--- src/rtl/rtc_set_ctrl.sv ---
`default_nettype none
// ============================================================================
// Module   : rtc_set_ctrl
// Brief    : Mode/edit controller for the 24-hour clock core. Walks button
//            pulses through time-set and alarm-set modes, issues the load
//            handshake to the core, owns the alarm configuration and turns
//            the core's alarm match level into a latched buzzer with snooze.
// Revision : 1.0 - initial release
// ============================================================================
module rtc_set_ctrl #(
    parameter int SNOOZE_MIN = 5,
    parameter int TIMEOUT    = 1000,
    parameter int BLINK_DIV  = 4
) (
    input  logic       clk,
    input  logic       rst,
    input  logic       btn_mode,
    input  logic       btn_up,
    input  logic       btn_down,
    input  logic       btn_alarm,
    input  logic       btn_snooze,
    input  logic [4:0] rtc_hour,
    input  logic [5:0] rtc_min,
    input  logic       alarm_match,
    output logic       load_en,
    output logic [4:0] load_hour,
    output logic [5:0] load_min,
    output logic [5:0] alarm_hr,
    output logic [5:0] alarm_min,
    output logic       alarm_en,
    output logic [2:0] mode,
    output logic       blink,
    output logic       buzzer
);

    localparam logic [2:0] S_RUN      = 3'd0;
    localparam logic [2:0] S_SET_HR   = 3'd1;
    localparam logic [2:0] S_SET_MIN  = 3'd2;
    localparam logic [2:0] S_SET_AHR  = 3'd3;
    localparam logic [2:0] S_SET_AMIN = 3'd4;

    localparam int c_IDLE_W = $clog2(TIMEOUT + 1);
    localparam int c_BLK_W  = $clog2(BLINK_DIV + 1);
    localparam logic [c_IDLE_W-1:0] c_IDLE_LAST   = c_IDLE_W'(TIMEOUT - 1);
    localparam logic [c_BLK_W-1:0]  c_BLK_LAST    = c_BLK_W'(BLINK_DIV - 1);
    localparam logic [3:0]          c_SNOOZE_INIT = 4'(SNOOZE_MIN);

    logic [2:0]          r_state;
    logic [4:0]          r_edit_hr;
    logic [5:0]          r_edit_min;
    logic                r_load_en;
    logic [4:0]          r_load_hour;
    logic [5:0]          r_load_min;
    logic [4:0]          r_alarm_hr;
    logic [5:0]          r_alarm_min;
    logic                r_alarm_en;
    logic [c_IDLE_W-1:0] r_idle_cnt;
    logic                r_blink;
    logic [c_BLK_W-1:0]  r_blink_cnt;
    logic                r_buzzer;
    logic                r_snooze_act;
    logic [3:0]          r_snooze_cnt;
    logic                r_match_d;
    logic [5:0]          r_min_d;

    logic w_any_btn;
    logic w_step;
    logic w_match_rise;
    logic w_match_fall;
    logic w_min_tick;
    logic w_alarm_off;

    assign w_any_btn    = btn_mode | btn_up | btn_down | btn_alarm | btn_snooze;
    // Simultaneous up and down cancel out.
    assign w_step       = btn_up ^ btn_down;
    assign w_match_rise = alarm_match & ~r_match_d;
    assign w_match_fall = ~alarm_match & r_match_d;
    assign w_min_tick   = (rtc_min != r_min_d);
    assign w_alarm_off  = (r_state == S_RUN) & btn_alarm & r_alarm_en;

    // Wrapping +1/-1 on an hour (0..23) field.
    function automatic logic [4:0] f_hr_step(input logic [4:0] v, input logic up);
        if (up) f_hr_step = (v >= 5'd23) ? 5'd0 : v + 5'd1;
        else    f_hr_step = (v == 5'd0) ? 5'd23 : v - 5'd1;
    endfunction

    // Wrapping +1/-1 on a minute (0..59) field.
    function automatic logic [5:0] f_min_step(input logic [5:0] v, input logic up);
        if (up) f_min_step = (v >= 6'd59) ? 6'd0 : v + 6'd1;
        else    f_min_step = (v == 6'd0) ? 6'd59 : v - 6'd1;
    endfunction

    // Mode sequencing, field editing, load handshake, idle timeout and blink.
    always_ff @(posedge clk) begin
        if (rst) begin
            r_state     <= S_RUN;
            r_edit_hr   <= '0;
            r_edit_min  <= '0;
            r_load_en   <= 1'b0;
            r_load_hour <= '0;
            r_load_min  <= '0;
            r_alarm_hr  <= '0;
            r_alarm_min <= '0;
            r_idle_cnt  <= '0;
            r_blink     <= 1'b0;
            r_blink_cnt <= '0;
        end else begin
            r_load_en <= 1'b0;
            if (btn_mode) begin
                // Mode change wins over any same-cycle up/down.
                r_idle_cnt  <= '0;
                r_blink     <= 1'b1;
                r_blink_cnt <= '0;
                case (r_state)
                    S_RUN: begin
                        r_state    <= S_SET_HR;
                        r_edit_hr  <= rtc_hour;
                        r_edit_min <= rtc_min;
                    end
                    S_SET_HR:  r_state <= S_SET_MIN;
                    S_SET_MIN: begin
                        r_state     <= S_SET_AHR;
                        r_load_en   <= 1'b1;
                        r_load_hour <= r_edit_hr;
                        r_load_min  <= r_edit_min;
                    end
                    S_SET_AHR: r_state <= S_SET_AMIN;
                    default: begin
                        r_state <= S_RUN;
                        r_blink <= 1'b0;
                    end
                endcase
            end else if (r_state == S_RUN) begin
                r_idle_cnt  <= '0;
                r_blink     <= 1'b0;
                r_blink_cnt <= '0;
            end else if (!w_any_btn && (r_idle_cnt == c_IDLE_LAST)) begin
                // Abandon the edit; time edits are simply never loaded,
                // alarm edits were applied in place and stay.
                r_state     <= S_RUN;
                r_idle_cnt  <= '0;
                r_blink     <= 1'b0;
                r_blink_cnt <= '0;
            end else begin
                r_idle_cnt <= w_any_btn ? '0 : r_idle_cnt + 1'b1;
                if (r_blink_cnt == c_BLK_LAST) begin
                    r_blink     <= ~r_blink;
                    r_blink_cnt <= '0;
                end else begin
                    r_blink_cnt <= r_blink_cnt + 1'b1;
                end
                if (w_step) begin
                    case (r_state)
                        S_SET_HR:   r_edit_hr   <= f_hr_step(r_edit_hr, btn_up);
                        S_SET_MIN:  r_edit_min  <= f_min_step(r_edit_min, btn_up);
                        S_SET_AHR:  r_alarm_hr  <= f_hr_step(r_alarm_hr, btn_up);
                        S_SET_AMIN: r_alarm_min <= f_min_step(r_alarm_min, btn_up);
                        default: ;
                    endcase
                end
            end
        end
    end

    // Alarm enable, buzzer latch and snooze countdown; active in every mode.
    always_ff @(posedge clk) begin
        if (rst) begin
            r_alarm_en   <= 1'b0;
            r_buzzer     <= 1'b0;
            r_snooze_act <= 1'b0;
            r_snooze_cnt <= '0;
            r_match_d    <= 1'b0;
            r_min_d      <= '0;
        end else begin
            r_match_d <= alarm_match;
            r_min_d   <= rtc_min;
            if ((r_state == S_RUN) && btn_alarm) begin
                r_alarm_en <= ~r_alarm_en;
            end
            if (w_alarm_off) begin
                r_buzzer     <= 1'b0;
                r_snooze_act <= 1'b0;
                r_snooze_cnt <= '0;
            end else if (r_snooze_act) begin
                if (w_min_tick) begin
                    if (r_snooze_cnt <= 4'd1) begin
                        r_buzzer     <= 1'b1;
                        r_snooze_act <= 1'b0;
                        r_snooze_cnt <= '0;
                    end else begin
                        r_snooze_cnt <= r_snooze_cnt - 4'd1;
                    end
                end
            end else if (r_buzzer) begin
                if (btn_snooze) begin
                    r_buzzer     <= 1'b0;
                    r_snooze_act <= 1'b1;
                    r_snooze_cnt <= c_SNOOZE_INIT;
                end else if (w_match_fall) begin
                    r_buzzer <= 1'b0;
                end
            end else if (w_match_rise && r_alarm_en) begin
                r_buzzer <= 1'b1;
            end
        end
    end

    assign load_en   = r_load_en;
    assign load_hour = r_load_hour;
    assign load_min  = r_load_min;
    assign alarm_hr  = {1'b0, r_alarm_hr};
    assign alarm_min = r_alarm_min;
    assign alarm_en  = r_alarm_en;
    assign mode      = r_state;
    assign blink     = r_blink;
    assign buzzer    = r_buzzer;

endmodule
`default_nettype wire

--- config.mk ---
export PLATFORM = sky130hd
export DESIGN_NAME = rtc_set_ctrl
export DESIGN_NICKNAME = d
export VERILOG_FILES = /design/src/rtl/rtc_set_ctrl.sv
export SDC_FILE = /design/constraint.sdc
export NUM_CORES = 1
export LEC_CHECK = 0
export ABC_AREA = 1
export CORE_UTILIZATION = 30
export CTS_CLUSTER_SIZE = 10
export DETAILED_ROUTE_END_ITERATION = 10
export GPL_TIMING_DRIVEN = 0
export PLACE_DENSITY_LB_ADDON = 0.3
export SLEW_MARGIN = 20
export SYNTH_ARGS = -nofsm -noshare
export SYNTH_HDL_FRONTEND = slang
export SYNTH_SLANG_ARGS = --single-unit
--- constraint.sdc ---
create_clock -name clk -period 2.1 [get_ports clk]
set_input_delay 0.42 -clock clk [delete_from_list [all_inputs] [get_ports clk]]
set_output_delay 0.42 -clock clk [all_outputs]
set_load 0.005 [all_outputs]
Word level (Yosys, flattened, before mapping)
Index checks and enable logic that the tools add are counted.
{"block": "op_classes", "n_bitwise": 16, "n_mux": 51, "n_reduce_logical": 29, "n_eq_ne": 12, "n_lt_le_gt_ge": 5, "multipliers": 0, "div": 0, "shifts": 0, "add_sub_neg": 11}
{"cell": "6-bit 2-to-1 mux", "count": 12}
{"cell": "5-bit 2-to-1 mux", "count": 12}
{"cell": "4-bit 2-to-1 mux", "count": 5}
{"cell": "5-bit AND reduction", "count": 4}
{"cell": "1-bit 2-to-1 mux", "count": 18}
{"cell": "6-bit by 1-bit adder with 6-bit output, second input constant", "count": 2}
{"cell": "6-bit greater-or-equal comparator, second input constant", "count": 2}
{"cell": "6-bit logical NOT", "count": 2}
{"cell": "3-bit one-hot mux with 4 select lines", "count": 1}
{"cell": "2-bit nonzero test", "count": 6}
{"cell": "6-bit by 1-bit subtractor with 6-bit output, second input constant", "count": 2}
{"cell": "10-bit by 1-bit adder with 10-bit output, second input constant", "count": 1}
{"cell": "5-bit by 1-bit adder with 5-bit output, second input constant", "count": 2}
{"cell": "10-bit equality test, second input constant", "count": 1}
{"cell": "5-bit greater-or-equal comparator, second input constant", "count": 2}
{"cell": "5-bit logical NOT", "count": 2}
{"cell": "5-bit OR reduction", "count": 2}
{"cell": "5-bit by 1-bit subtractor with 5-bit output, second input constant", "count": 2}
{"cell": "3-bit by 2-bit equality test with 1-bit output, second input constant", "count": 3}
{"cell": "3-bit 2-to-1 mux", "count": 3}
{"cell": "1-bit inverter", "count": 7}
{"cell": "2-bit by 1-bit inequality test with 1-bit output, second input constant", "count": 3}
{"cell": "6-bit inequality test", "count": 1}
{"cell": "2-bit AND reduction", "count": 3}
{"cell": "other kinds (16)", "count": 26}
{"block": "totals", "out_inout_bits": 30, "romBits": 0, "ram_bits": 0, "inputBits": 19, "register_bits": 65, "memories": 0, "latch_bits": 0}

Depth between registers and ports, before layout
{"block": "depth", "word_depth": 9, "depth_mapped": 11, "mapped_depth_nobuf": 11}

Worst setup path after synthesis
Ideal clock, no wire load.
{"block": "synth_path", "kind": "input-to-reg", "start": "input btn_mode", "end": "register r_blink, in the netlist blink", "setup_ns": 0.111, "n_path_buf": 1, "required_time_ns": 1.989, "arrival_ns": 1.342, "cell_stages": 7, "slack_ns": 0.646, "cell_sequence": "buf_4 > nor2_4 > and3_1 > nand3_2 > and2_1 > nor2_1 > nor2_1"}
{"block": "synth_between", "elab_chain_cells": 9, "word_cells_on_any_way": 10, "cone_classes": "mux (3); bitwise (4); reduce/logical (3)"}
{"element": "from (decl)", "line_no": "17", "source": "input logic btn_mode,"}
{"element": "1-bit bitwise OR (4 in series)", "line_no": "73", "source": "assign w_any_btn = btn_mode | btn_up | btn_down | btn_alarm | btn_snooze;"}
{"element": "1-bit logical NOT", "line_no": "137", "source": "end else if (!w_any_btn && (r_idle_cnt == c_IDLE_LAST)) begin"}
{"element": "1-bit logical AND", "line_no": "137"}
{"element": "1-bit 2-to-1 mux", "line_no": "137"}
{"element": "1-bit 2-to-1 mux", "line_no": "133", "source": "end else if (r_state == S_RUN) begin"}
{"element": "1-bit 2-to-1 mux", "line_no": "109", "source": "if (btn_mode) begin"}
{"element": "to (signal assigned)", "line_no": "147", "source": "r_blink <= ~r_blink;"}
{"element": "to (decl)", "line_no": "58", "source": "logic r_blink;"}
Parallel ways exist; a longest one is shown, timed or not.
A chain may end at the register's enable or synchronous reset.

Final worst setup path
{"block": "layout_path", "start": "register r_state[2], in the netlist mode[2]", "end": "output mode[2]"}
{"element": "from (decl)", "line_no": "48", "source": "logic [2:0] r_state;"}
{"element": "from (signal assigned)", "line_no": "96", "source": "r_state <= S_RUN;"}
{"element": "from (signal assigned)", "line_no": "116", "source": "r_state <= S_SET_HR;"}
{"element": "from (signal assigned)", "line_no": "120", "source": "S_SET_HR: r_state <= S_SET_MIN;"}
{"element": "to (decl)", "line_no": "31", "source": "output logic [2:0] mode,"}
No word-level cell between the ends.

==> metrics <==
non-filler cells, final=823; # IOs=49; dpl hpwl=7.506 mm; area growth from synthesis to layout=25.85%; Pleak=2.161 nW; max-slew violation count=0; DR iter-0 viols=265; Fmax=541.4 MHz; Die Ht=115.4 µm; largest net degree at the start of global routing=12; core area=12,570 µm²; Avg WL per Cell=12.31 µm; CP required=1.68 ns; gpl congestion=0.8738; Hold WC Path Type=reg2reg; async set-reset flop share out of synthesis=0%; cell taking the most area after synthesis=dfxtp_1; final hold violations=0; switching share of total power=26.88%; crit share post-route=87.96%; CTS Buf Count=9; CP max-delay cell=clkdlybuf4s50_1; max cap viols=0; RSZ-0062 raised after global routing=no; Setup Fix Bufs, Post-CTS=0; Initial Util=30.69%; H-Tree Depth=3; Int Power=2.570 mW; commonest register cell after synthesis=dfxtp_1; Crit path largest cell delay=0.59 ns; #FFs+latches synth=65; maximum vdd drop=0.3318 mV; Logic pwr share=15.5%; GRT Overall Usage=16.49%; EDFF count, synth=0; vias after detailed routing=3,840; Worst setup EP type=output port; Hold-fix buffers, CTS=0; register area share after synthesis=33.73%; crit path DAT=1.43 ns; post-synth top area share=33.73%; Post-Syn Area=3857 µm²; Syn Nets=623; first-pass GRT wire length=16.95 mm; Post-Syn Instances=589; CP cell instances=clkdlybuf4s50_1; Slew Limit Headroom=59.12%; top cells by area, synth=dfxtp_1 (34%), nand2_1 (14%), nand3_1 (7.7%), inv_1 (6.4%), a21oi_1 (6.2%); PortBufs=46; initial antenna violation count=0; Filler Cell Count=1,331; die area=13,320 µm²; Net Switching=0.9447 mW; Layout Nets=680; Placed Instances=807; post-synth cell types=37; number of global-route vias before repair=3,531; Clock transition at path regs=0.06 ns; Power Density=724.0 nW/µm²; storage element area=1301 µm²; Worst Path Buf+Inv=1; CP delay by family, top=buffers and inverters; status=finished clean; Post-Route Skew=0.007781 ns; vias per cell=4.666; Final Critical Period=1.847 ns; Clock Sinks=65; CTS tree=yes; critical path peak fanout=7; FP Rows=41; grt total ovfl=0; final wirelength=10.13 mm; iteration count of the initial detailed-routing pass=6; area of the multi-input gates=2197 µm²; Setup Viol. Count Final=0; sequential share of power=37.9%; detailed-route DRC error count=0; critical path class=reg2out; post-cts resize count=0; DRT antenna net count=0; CTS Buffer Depth=2; crit start category=register; # diodes=0; Fin Setup TNS=0 ns; Avg Inst Size Synth=6.549 µm²; Worst-Margin Slew=0.6132 ns; Die X=115.4 µm; clock root cell=clkbuf_16; clock power share=46.5%; clock latency on the worst-skew pair=0.34 ns; total of warnings raised by yosys=0; layout cells sized above 1=8.295%
[synthesized netlist by cell type (2+ instances only)]
cell	number
nor2_4	2
xnor2_1	3
inv_1	66
dfxtp_1	65
nor3_1	7
and2_1	2
nand3b_1	2
xor2_1	6
nor2_2	4
buf_2	7
nor2_1	64
and3_1	2
o21a_1	2
nand2_1	149
nand2_2	2
buf_4	3
nand4_1	6
nor3b_2	2
o211ai_1	5
inv_2	7
o21ai_1	3
nand3_1	59
or2_2	4
o21ai_0	38
clkbuf_1	6
a21oi_1	48
ha_1	15
[layer usage]
metal	vias up	share of wire [%]	GRT usage (%)	routed length (µm)
met5	-	0	0	0
met2	82	49	27.78	4972
met3	12	4.5	4.006	451
met4	0	1.6	7.359	167
met1	1736	45	19.83	4539
li1	2010	-	-	-
[logic make-up after synthesis]
family / synth area share [%]
flops: 33.73
compound gates: 13.33
xor+xnor: 2.465
buf+inv: 9.309
other cells: 0.09721
fa+ha+maj: 4.865
simple gates: 36.20
[stage by stage]
stage                     area [µm²]  total power, mW  utilization, %  hold WS (ns)  setup slack, ns
final                           4855            3.515           38.63        0.4382           0.2529
after global routing            4855            3.686           38.63        0.4749           0.1791
after CTS                       4855            3.555           38.63        0.4468           0.2313
after detailed placement        4533            1.901           36.07        0.4385         -0.04942
after global placement          4533            1.891           36.07        0.4067        0.0001426
after floorplan                 3857            1.719               -        0.3990           0.6465
[sequential cells by signal, indices dropped and copies added, names as in the netlist, 3 cells and up]
register / flops
r_idle_cnt: 10
alarm_min: 6
load_min: 6
r_alarm_hr: 5
r_blink_cnt: 3
r_snooze_cnt: 4
load_hour: 5
r_min_d: 6
r_edit_hr: 5
mode: 3
r_edit_min: 6
[path summary, 6_finish.rpt]
kind / startpoint / end / slack [ns] / cells after the start
setup / recovery: mode[2]$_SDFFE_PP0P_ / mode[2] / 0.25 / 1
hold reg to reg: r_blink_cnt[0]$_SDFF_PP0_ / r_blink_cnt[0]$_SDFF_PP0_ / 0.44 / 1
setup reg to reg: r_snooze_cnt[0]$_SDFFE_PP0P_ / r_snooze_cnt[2]$_SDFFE_PP0P_ / 0.38 / 7
hold / removal: r_blink_cnt[0]$_SDFF_PP0_ / r_blink_cnt[0]$_SDFF_PP0_ / 0.44 / 1
[cell usage in the layout, fill, tap and decap left out, types with 3 or more instances in the layout]
cell type and count:
a21oi_1 48, buf_2 7, buf_4 3, clkbuf_1 7, clkbuf_16 9, clkdlybuf4s50_1 46, dfxtp_1 65, ha_1 15
inv_1 66, inv_2 7, nand2_1 149, nand3_1 59, nand4_1 6, nor2_1 64, nor2_2 4, nor3_1 7
o211ai_1 5, o21ai_0 38, o21ai_1 3, or2_2 4, xnor2_1 3, xor2_1 6
[final cells by class]
type,instances,area share [%]
plain buffers,17,1.753
inverters,73,5.644
repair buffers,46,9.485
clock buffers,11,5.000
multi-input cells,434,45.26
clock inverters,5,1.624
well taps,172,4.433
flip-flops and latches,65,26.80
[power groups by stage]
stage | Sequential [mW] | Clock, mW | Combinational (mW)
after floorplan | 1.35 | 0 | 0.372
after global placement | 1.36 | 0 | 0.533
after CTS | 1.33 | 1.68 | 0.546
after detailed placement | 1.36 | 0 | 0.543
after global routing | 1.34 | 1.73 | 0.616
final | 1.33 | 1.64 | 0.546
Note: power is estimated with default switching activity, not from simulation.
